--- src/rtl/axi_lite_sram_frontend.sv ---
// ---------------------------------------------------------------------------
// axi_lite_sram_frontend
//
// AXI4-Lite slave front end for an SRAM controller. It sits in the AXI clock
// domain, between the AXI bus and the controller's request and response FIFOs.
//
// Request path:
//   AW, W and AR handshakes are pushed straight into the aw/w/ar FIFOs in the
//   handshake cycle itself. Addresses are converted from byte addresses to
//   word addresses on the way in.
//
// Response path:
//   The b/r FIFOs are first-word-fall-through. They are popped into one-entry
//   registered B/R output stages that sustain one response per cycle.
//
// Outstanding transactions are counted per direction and capped at
// MAX_OUTSTANDING.
//
// Ports:
//   axi_clk, axi_rst_n        clock, asynchronous active-low reset
//   s_axi_aw*                 write address channel
//   s_axi_w*                  write data channel
//   s_axi_b*                  write response channel (registered)
//   s_axi_ar*                 read address channel
//   s_axi_r*                  read data channel (registered)
//   aw_fifo_*                 write-address FIFO push side (word address)
//   w_fifo_*                  write-data FIFO push side, {wstrb, wdata}
//   ar_fifo_*                 read-address FIFO push side (word address)
//   r_fifo_*                  read-data FIFO pop side (FWFT)
//   b_fifo_*                  write-response FIFO pop side (FWFT)
//   wr_outstanding            outstanding-write count
//   rd_outstanding            outstanding-read count
// ---------------------------------------------------------------------------
module axi_lite_sram_frontend #(
  parameter int AXI_ADDR_WIDTH  = 32,
  parameter int SRAM_DATA_WIDTH = 32,
  parameter int MAX_OUTSTANDING = 4
) (
  input  logic                                           axi_clk,
  input  logic                                           axi_rst_n,
  input  logic [AXI_ADDR_WIDTH-1:0]                      s_axi_awaddr,
  input  logic                                           s_axi_awvalid,
  output logic                                           s_axi_awready,
  input  logic [SRAM_DATA_WIDTH-1:0]                     s_axi_wdata,
  input  logic [SRAM_DATA_WIDTH/8-1:0]                   s_axi_wstrb,
  input  logic                                           s_axi_wvalid,
  output logic                                           s_axi_wready,
  output logic [1:0]                                     s_axi_bresp,
  output logic                                           s_axi_bvalid,
  input  logic                                           s_axi_bready,
  input  logic [AXI_ADDR_WIDTH-1:0]                      s_axi_araddr,
  input  logic                                           s_axi_arvalid,
  output logic                                           s_axi_arready,
  output logic [SRAM_DATA_WIDTH-1:0]                     s_axi_rdata,
  output logic [1:0]                                     s_axi_rresp,
  output logic                                           s_axi_rvalid,
  input  logic                                           s_axi_rready,
  output logic [AXI_ADDR_WIDTH-1:0]                      aw_fifo_wdata,
  output logic                                           aw_fifo_wen,
  input  logic                                           aw_fifo_full,
  output logic [SRAM_DATA_WIDTH+SRAM_DATA_WIDTH/8-1:0]   w_fifo_wdata,
  output logic                                           w_fifo_wen,
  input  logic                                           w_fifo_full,
  output logic [AXI_ADDR_WIDTH-1:0]                      ar_fifo_wdata,
  output logic                                           ar_fifo_wen,
  input  logic                                           ar_fifo_full,
  input  logic [SRAM_DATA_WIDTH-1:0]                     r_fifo_rdata,
  output logic                                           r_fifo_ren,
  input  logic                                           r_fifo_empty,
  input  logic [1:0]                                     b_fifo_rdata,
  output logic                                           b_fifo_ren,
  input  logic                                           b_fifo_empty,
  output logic [$clog2(MAX_OUTSTANDING+1)-1:0]           wr_outstanding,
  output logic [$clog2(MAX_OUTSTANDING+1)-1:0]           rd_outstanding
);

  localparam int              CW      = $clog2(MAX_OUTSTANDING + 1);
  localparam int              OFF     = $clog2(SRAM_DATA_WIDTH / 8);
  localparam logic [CW-1:0]   MAX_CNT = CW'(MAX_OUTSTANDING);

  logic          r_bvalid;
  logic [1:0]    r_bresp;
  logic          r_rvalid;
  logic [SRAM_DATA_WIDTH-1:0] r_rdata;
  logic [CW-1:0] r_wr_cnt;
  logic [CW-1:0] r_rd_cnt;

  logic w_aw_hs;
  logic w_ar_hs;
  logic w_b_hs;
  logic w_r_hs;

  // ---------------------------------------------------------------------------
  // Request channels.
  // Ready is qualified with reset so that nothing is pushed while in reset.
  // The count limit is taken from the registered count. A response that
  // retires in the same cycle therefore reopens ready only on the following
  // cycle; this keeps the path from bready/rready to awready/arready free of
  // combinational logic.
  // ---------------------------------------------------------------------------
  assign s_axi_awready = axi_rst_n && !aw_fifo_full && (r_wr_cnt < MAX_CNT);
  assign s_axi_wready  = axi_rst_n && !w_fifo_full;
  assign s_axi_arready = axi_rst_n && !ar_fifo_full && (r_rd_cnt < MAX_CNT);

  assign w_aw_hs = s_axi_awvalid && s_axi_awready;
  assign w_ar_hs = s_axi_arvalid && s_axi_arready;

  assign aw_fifo_wen   = w_aw_hs;
  assign aw_fifo_wdata = s_axi_awaddr >> OFF;
  assign w_fifo_wen    = s_axi_wvalid && s_axi_wready;
  assign w_fifo_wdata  = {s_axi_wstrb, s_axi_wdata};
  assign ar_fifo_wen   = w_ar_hs;
  assign ar_fifo_wdata = s_axi_araddr >> OFF;

  // ---------------------------------------------------------------------------
  // Response stages.
  // A stage pops whenever it is empty or is being drained this cycle, which
  // gives one response per cycle.
  // ---------------------------------------------------------------------------
  assign w_b_hs     = r_bvalid && s_axi_bready;
  assign w_r_hs     = r_rvalid && s_axi_rready;
  assign b_fifo_ren = axi_rst_n && !b_fifo_empty && (!r_bvalid || s_axi_bready);
  assign r_fifo_ren = axi_rst_n && !r_fifo_empty && (!r_rvalid || s_axi_rready);

  always_ff @(posedge axi_clk or negedge axi_rst_n) begin
    if (!axi_rst_n) begin
      r_bvalid <= 1'b0;
      r_bresp  <= 2'b00;
    end else if (b_fifo_ren) begin
      r_bvalid <= 1'b1;
      r_bresp  <= b_fifo_rdata;
    end else if (w_b_hs) begin
      r_bvalid <= 1'b0;
    end
  end

  always_ff @(posedge axi_clk or negedge axi_rst_n) begin
    if (!axi_rst_n) begin
      r_rvalid <= 1'b0;
      r_rdata  <= '0;
    end else if (r_fifo_ren) begin
      r_rvalid <= 1'b1;
      r_rdata  <= r_fifo_rdata;
    end else if (w_r_hs) begin
      r_rvalid <= 1'b0;
    end
  end

  assign s_axi_bvalid = r_bvalid;
  assign s_axi_bresp  = r_bresp;
  assign s_axi_rvalid = r_rvalid;
  assign s_axi_rdata  = r_rdata;
  // The SRAM read path has no error source, so every read is OKAY.
  assign s_axi_rresp  = 2'b00;

  // ---------------------------------------------------------------------------
  // Outstanding counters.
  // An accept and a retire in the same cycle cancel out. The guard at zero
  // keeps the count from wrapping if a protocol error ever occurs; such an
  // error is also flagged by the assertions below.
  // ---------------------------------------------------------------------------
  always_ff @(posedge axi_clk or negedge axi_rst_n) begin
    if (!axi_rst_n) begin
      r_wr_cnt <= '0;
    end else begin
      case ({w_aw_hs, w_b_hs})
        2'b10:   r_wr_cnt <= r_wr_cnt + 1'b1;
        2'b01:   if (r_wr_cnt != '0) r_wr_cnt <= r_wr_cnt - 1'b1;
        default: r_wr_cnt <= r_wr_cnt;
      endcase
    end
  end

  always_ff @(posedge axi_clk or negedge axi_rst_n) begin
    if (!axi_rst_n) begin
      r_rd_cnt <= '0;
    end else begin
      case ({w_ar_hs, w_r_hs})
        2'b10:   r_rd_cnt <= r_rd_cnt + 1'b1;
        2'b01:   if (r_rd_cnt != '0) r_rd_cnt <= r_rd_cnt - 1'b1;
        default: r_rd_cnt <= r_rd_cnt;
      endcase
    end
  end

  assign wr_outstanding = r_wr_cnt;
  assign rd_outstanding = r_rd_cnt;

  // A response with nothing outstanding means the downstream FIFOs are out of
  // step with the request stream.
  a_no_b_underflow: assert property (@(posedge axi_clk) disable iff (!axi_rst_n)
    !(w_b_hs && r_wr_cnt == '0));
  a_no_r_underflow: assert property (@(posedge axi_clk) disable iff (!axi_rst_n)
    !(w_r_hs && r_rd_cnt == '0));

endmodule
--- config.mk ---
export PLATFORM = sky130hd
export DESIGN_NAME = axi_lite_sram_frontend
export DESIGN_NICKNAME = d
export VERILOG_FILES = /design/src/rtl/axi_lite_sram_frontend.sv
export SDC_FILE = /design/constraint.sdc
export NUM_CORES = 1
export LEC_CHECK = 0
export CELL_PAD_IN_SITES_DETAIL_PLACEMENT = 0
export CELL_PAD_IN_SITES_GLOBAL_PLACEMENT = 1
export CORE_MARGIN = 2
export CORE_UTILIZATION = 20
export DETAILED_ROUTE_END_ITERATION = 6
export GPL_TIMING_DRIVEN = 0
export PLACE_DENSITY = 0.95
export SKIP_LAST_GASP = 1
export SLEW_MARGIN = 20
export SYNTH_ARGS = -nofsm -noshare
export SYNTH_HDL_FRONTEND = slang
export SYNTH_SLANG_ARGS = --single-unit
export TNS_END_PERCENT = 30
--- constraint.sdc ---
create_clock -name axi_clk -period 5.7 [get_ports axi_clk]
set_clock_uncertainty 0.15 [all_clocks]
set_input_delay 0.855 -clock axi_clk [delete_from_list [all_inputs] [get_ports axi_clk]]
set_output_delay 0.855 -clock axi_clk [all_outputs]
set_load 0.02 [all_outputs]
# == Word-level counts from Yosys, hierarchy flattened ==
# Cells that the tools add are included.
# op_classes
n_addsub,4
order_cmp,2
n_eq_ne,6
muxes,8
n_reduce_logical,31
# op_table
op,n
logical AND 1 bit,14
case mux 3 bit (2 select lines),2
nonzero test 2 bit,4
zero test 1 bit,7
"adder 3 x 1 -> 3 bit, second input constant",2
"< comparator 3 bit, second input constant",2
two-way mux 3 bit,2
nonzero test 3 bit,2
"subtractor 3 x 1 -> 3 bit, second input constant",2
"equality test 2 x 1 -> 1 bit, second input constant",2
"equality test 2 bit, second input constant",2
two-way mux 1 bit,4
"inequality test 2 bit, second input constant",2
AND reduction 2 bit,2
logical OR 1 bit,2
# totals
ff_bits,42
out_inout_bits,152

# == Depth between registers and ports, before layout ==
# logic_depth
ltp_word,7
ltp_mapped,8

# == Worst setup path before layout ==
# No wires, ideal clock.
# synth_timing
kind,input to output
startpoint,in axi_rst_n
endpoint,out w_fifo_wen
arrival_ps,1506
required_time_ps,4695
slack_ps,3189
stages,2
cell_sequence,nor2b_1 > and2_1
# synth_via
elab_chain_cells,2
# synth_lines
element,line,text
from (decl),40,"input logic axi_rst_n,"
logical AND 1 bit,102,assign s_axi_wready = axi_rst_n && !w_fifo_full;
logical AND 1 bit,110,assign w_fifo_wen = s_axi_wvalid && s_axi_wready;
to (decl),62,"output logic w_fifo_wen,"
# Every way passes these cells.

# == Final worst setup path ==
# layout_timing
startpoint,in axi_rst_n
endpoint,out r_fifo_ren
# layout_via
elab_chain_cells,2
# layout_lines
element,line,text
logical AND 1 bit (2 in a row),123,assign r_fifo_ren = axi_rst_n && !r_fifo_empty && (!r_rvalid || s_axi_rready);
to (decl),68,"output logic r_fifo_ren,"
# Every way passes these cells.

==> results.md <==
* Register bit total from synthesis at 42
* Worst path depth at 6
* Cell row count at 41
* Vias per Instance at 3.718
* Worst slew margin at 62.64%
* R2R depth at 8
* Worst Path Arrival at 2890 ps
* Top_reg_cell synth: dfrtp_1
* Number of synthesized flops with an enable pin at 0
* Clock root buffer: clkbuf_16
* R2R setup slack at 3470 ps
* Crit path to: r_fifo_ren
* Post-Syn Area at 2604 sq um
* Layout fillers at 1213
* Setup violations, final at 0
* Number of nets in the layout at 591
* Final hold violation count at 0
* Fin crit share at 68.42%
* GRT Total Usage at 9.910%
* Hold buffer count at CTS at 0
* Antenna-violating nets left at 0
* Synthesized instance count at 239
* Initial antenna violation count at 0
* I/O Pins at 298
* Latest clock arrival within the worst-skew pair at 280 ps
* Post-synth ARST share at 100.0%
* CP Cell Sequence: buf_2 > buf_12 > nand2b_1 > a21oi_2 > buf_4 > clkdlybuf4s50_1
* Outcome: completed
* Die X at 118.1 um
* Share of layout cells above drive strength 1 at 34.23%
* Top cells by count, synth: buf_4 (105), dfrtp_1 (42), mux2_2 (34), inv_1 (7), nand2_1 (5)
* Critical Path Fanout Max at 26
* Die Y at 118.1 um
* CTS tree: done
* Vias in the first global route at 2385
* Critical Path End Type: output pin
* Util after Layout at 38.91%
* Capturing point of the worst reg2reg path: rd_outstanding[1]
* CP Data Required Time at 4700 ps
* RSZ-0062 raised after global routing: no
* Top-count cell post-synth: buf_4
* Worst Max-Slew Pin Slew at 560.4 ps
* CTS Buf Count at 5
* Post-synth top area share at 40.37%
* Crit path max-delay family: buffers and inverters
* Pwr/cell area at 275.8 nW/um^2
* Clk buf depth at 2
* GP Congestion at 0.7560
* Hold/Removal Path Class: reg -> reg
* Clk sink count at 42
* CP Class: in -> out
* Startpoint class of the critical path: primary input
* Final Slew Violations at 0
* Register area share after synthesis at 40.37%
* Ant diodes at 0
* DP Area at 4765 sq um
* Vias at 2290
* Finished Cell Area at 4930 sq um
* Mapped Avg Cell Area at 10.89 sq um
* # DRC at 0
* CP max stage delay at 630 ps
* Largest net degree at the start of global routing at 27
* Pleak at 0.002154 uW
* Port Buffer Count at 191
* Maximum vdd ir drop at 0.0001431 V
* Ys Warns at 0
* Synth unique cells at 35
* Global-route wire length before repair at 11.41 mm
* Buffer and inverter count on the worst path at 4
* Total gr overflow at 0
* Synth area leader: dfrtp_1
* Worst-path clk slew at 60 ps
* Hold Path Cell Cnt at 1
* Worst hold slack at 352.4 ps
* CP startpoint: axi_rst_n
* Maxcap violations at 0
* Setup bufs post-CTS at 0
* First-pass DRT Iterations at 2
* Synth top area cells: dfrtp_1 (40%), buf_4 (30%), mux2_2 (15%)
* Dpl hpwl at 6.122 mm
* Starting Density at 20.55%
* Slowest cell on crit path: clkdlybuf4s50_1
* Max Freq at 0.2564 GHz
* Initial drt markers at 33
* Wire length per cell at 11.77 um
* Clock period minus worst slack at 3900 ps
* CORE AREA at 12670 sq um
* Cts repair resizes at 0
* Htree depth at 2
* R2r startpoint: rd_outstanding[2]
* P&R area growth vs syn at 89.33%
* WL final at 7.251 mm
* Setup TNS at 0 ps
* Die ar. at 13950 sq um
## metrics by stage
stage | setup WS [ps] | total power [uW] | cells
after floorplan | 3189 | 753.7 | 244
after global placement | 131.7 | 1028 | 607
after detailed placement | 1653 | 1052 | 608
after CTS | 1657 | 1384 | 616
after global routing | 1562 | 1436 | 616
final | 1800 | 1359 | 616
## logic make-up (layout without fill, tap and decap cells)
group | count (synthesis) | in the layout | share of synthesized area, %
other | 1 | 6 | 0.1440
buffers and inverters | 115 | 315 | 31.72
muxes | 35 | 35 | 15.09
AOI/OAI and AO/OA | 21 | 21 | 5.767
and+or+nand+nor | 20 | 20 | 4.661
DFF | 42 | 42 | 40.37
adders and majority gates | 2 | 2 | 1.249
xor gates and xnor gates | 3 | 3 | 1.009
## routing by layer
| metal | global-route usage [%] | up-vias | routed length, um |
|---|---|---|---|
| li1 | - | 1088 | - |
| met1 | 9.145 | 1054 | 2407 |
| met2 | 20.20 | 143 | 4106 |
| met3 | 3.585 | 5 | 672 |
| met4 | 2.259 | 0 | 64 |
| met5 | 0 | - | 0 |
## sequential cells by signal, indices dropped and copies added, names as in the netlist
name	cells
s_axi_rvalid	1
s_axi_bresp	2
s_axi_bvalid	1
s_axi_rdata	32
wr_outstanding	3
rd_outstanding	3
## worst min-delay path by stage
stage	startpoint	end
2_1_floorplan	axi_rst_n	rd_outstanding[0]
5_1_grt	s_axi_rdata[26]	s_axi_rdata[26]
6_report	s_axi_rdata[8]	s_axi_rdata[8]
3_5_place_dp	s_axi_rdata[19]	s_axi_rdata[19]
4_1_cts	s_axi_rdata[28]	s_axi_rdata[28]
3_3_place_gp	s_axi_rdata[2]	s_axi_rdata[2]
## report_power, final
part           internal [uW]  switching, uW
Clock                    205            114
Combinational            341            273
Sequential               366           60.2
## layout make-up
type | instances | area [sq um] | area share, %
Timing Repair Buffer | 192 | 1927 | 39.09
Sequential cell | 42 | 1051 | 21.32
Buffer | 107 | 795.8 | 16.14
Multi-Input combinational cell | 87 | 745.7 | 15.13
Tap cell | 172 | 215.2 | 4.365
Clock buffer | 5 | 125.1 | 2.538
Clock inverter | 3 | 40.04 | 0.8122
Inverter | 8 | 30.03 | 0.6091
## placed cells by master (no fill, tap or decap), types with 2 or more instances in the layout
cell type,synthesis,layout
mux2_2,34,34
nor2_1,2,2
a21oi_1,4,4
nand2_1,5,5
inv_1,7,7
nand4bb_1,2,2
o21ai_0,2,2
dfrtp_1,42,42
xnor2_1,2,2
clkdlybuf4s50_1,0,190
nor2b_1,2,2
conb_1,1,6
nand2b_1,2,2
o211ai_1,3,3
clkinv_2,0,2
a21boi_0,2,2
buf_4,105,105
and2_1,2,2
o2111ai_1,2,2
clkbuf_16,0,5
a22oi_1,2,2
nor3b_1,2,2
Note: power is estimated with default switching activity, not from simulation.
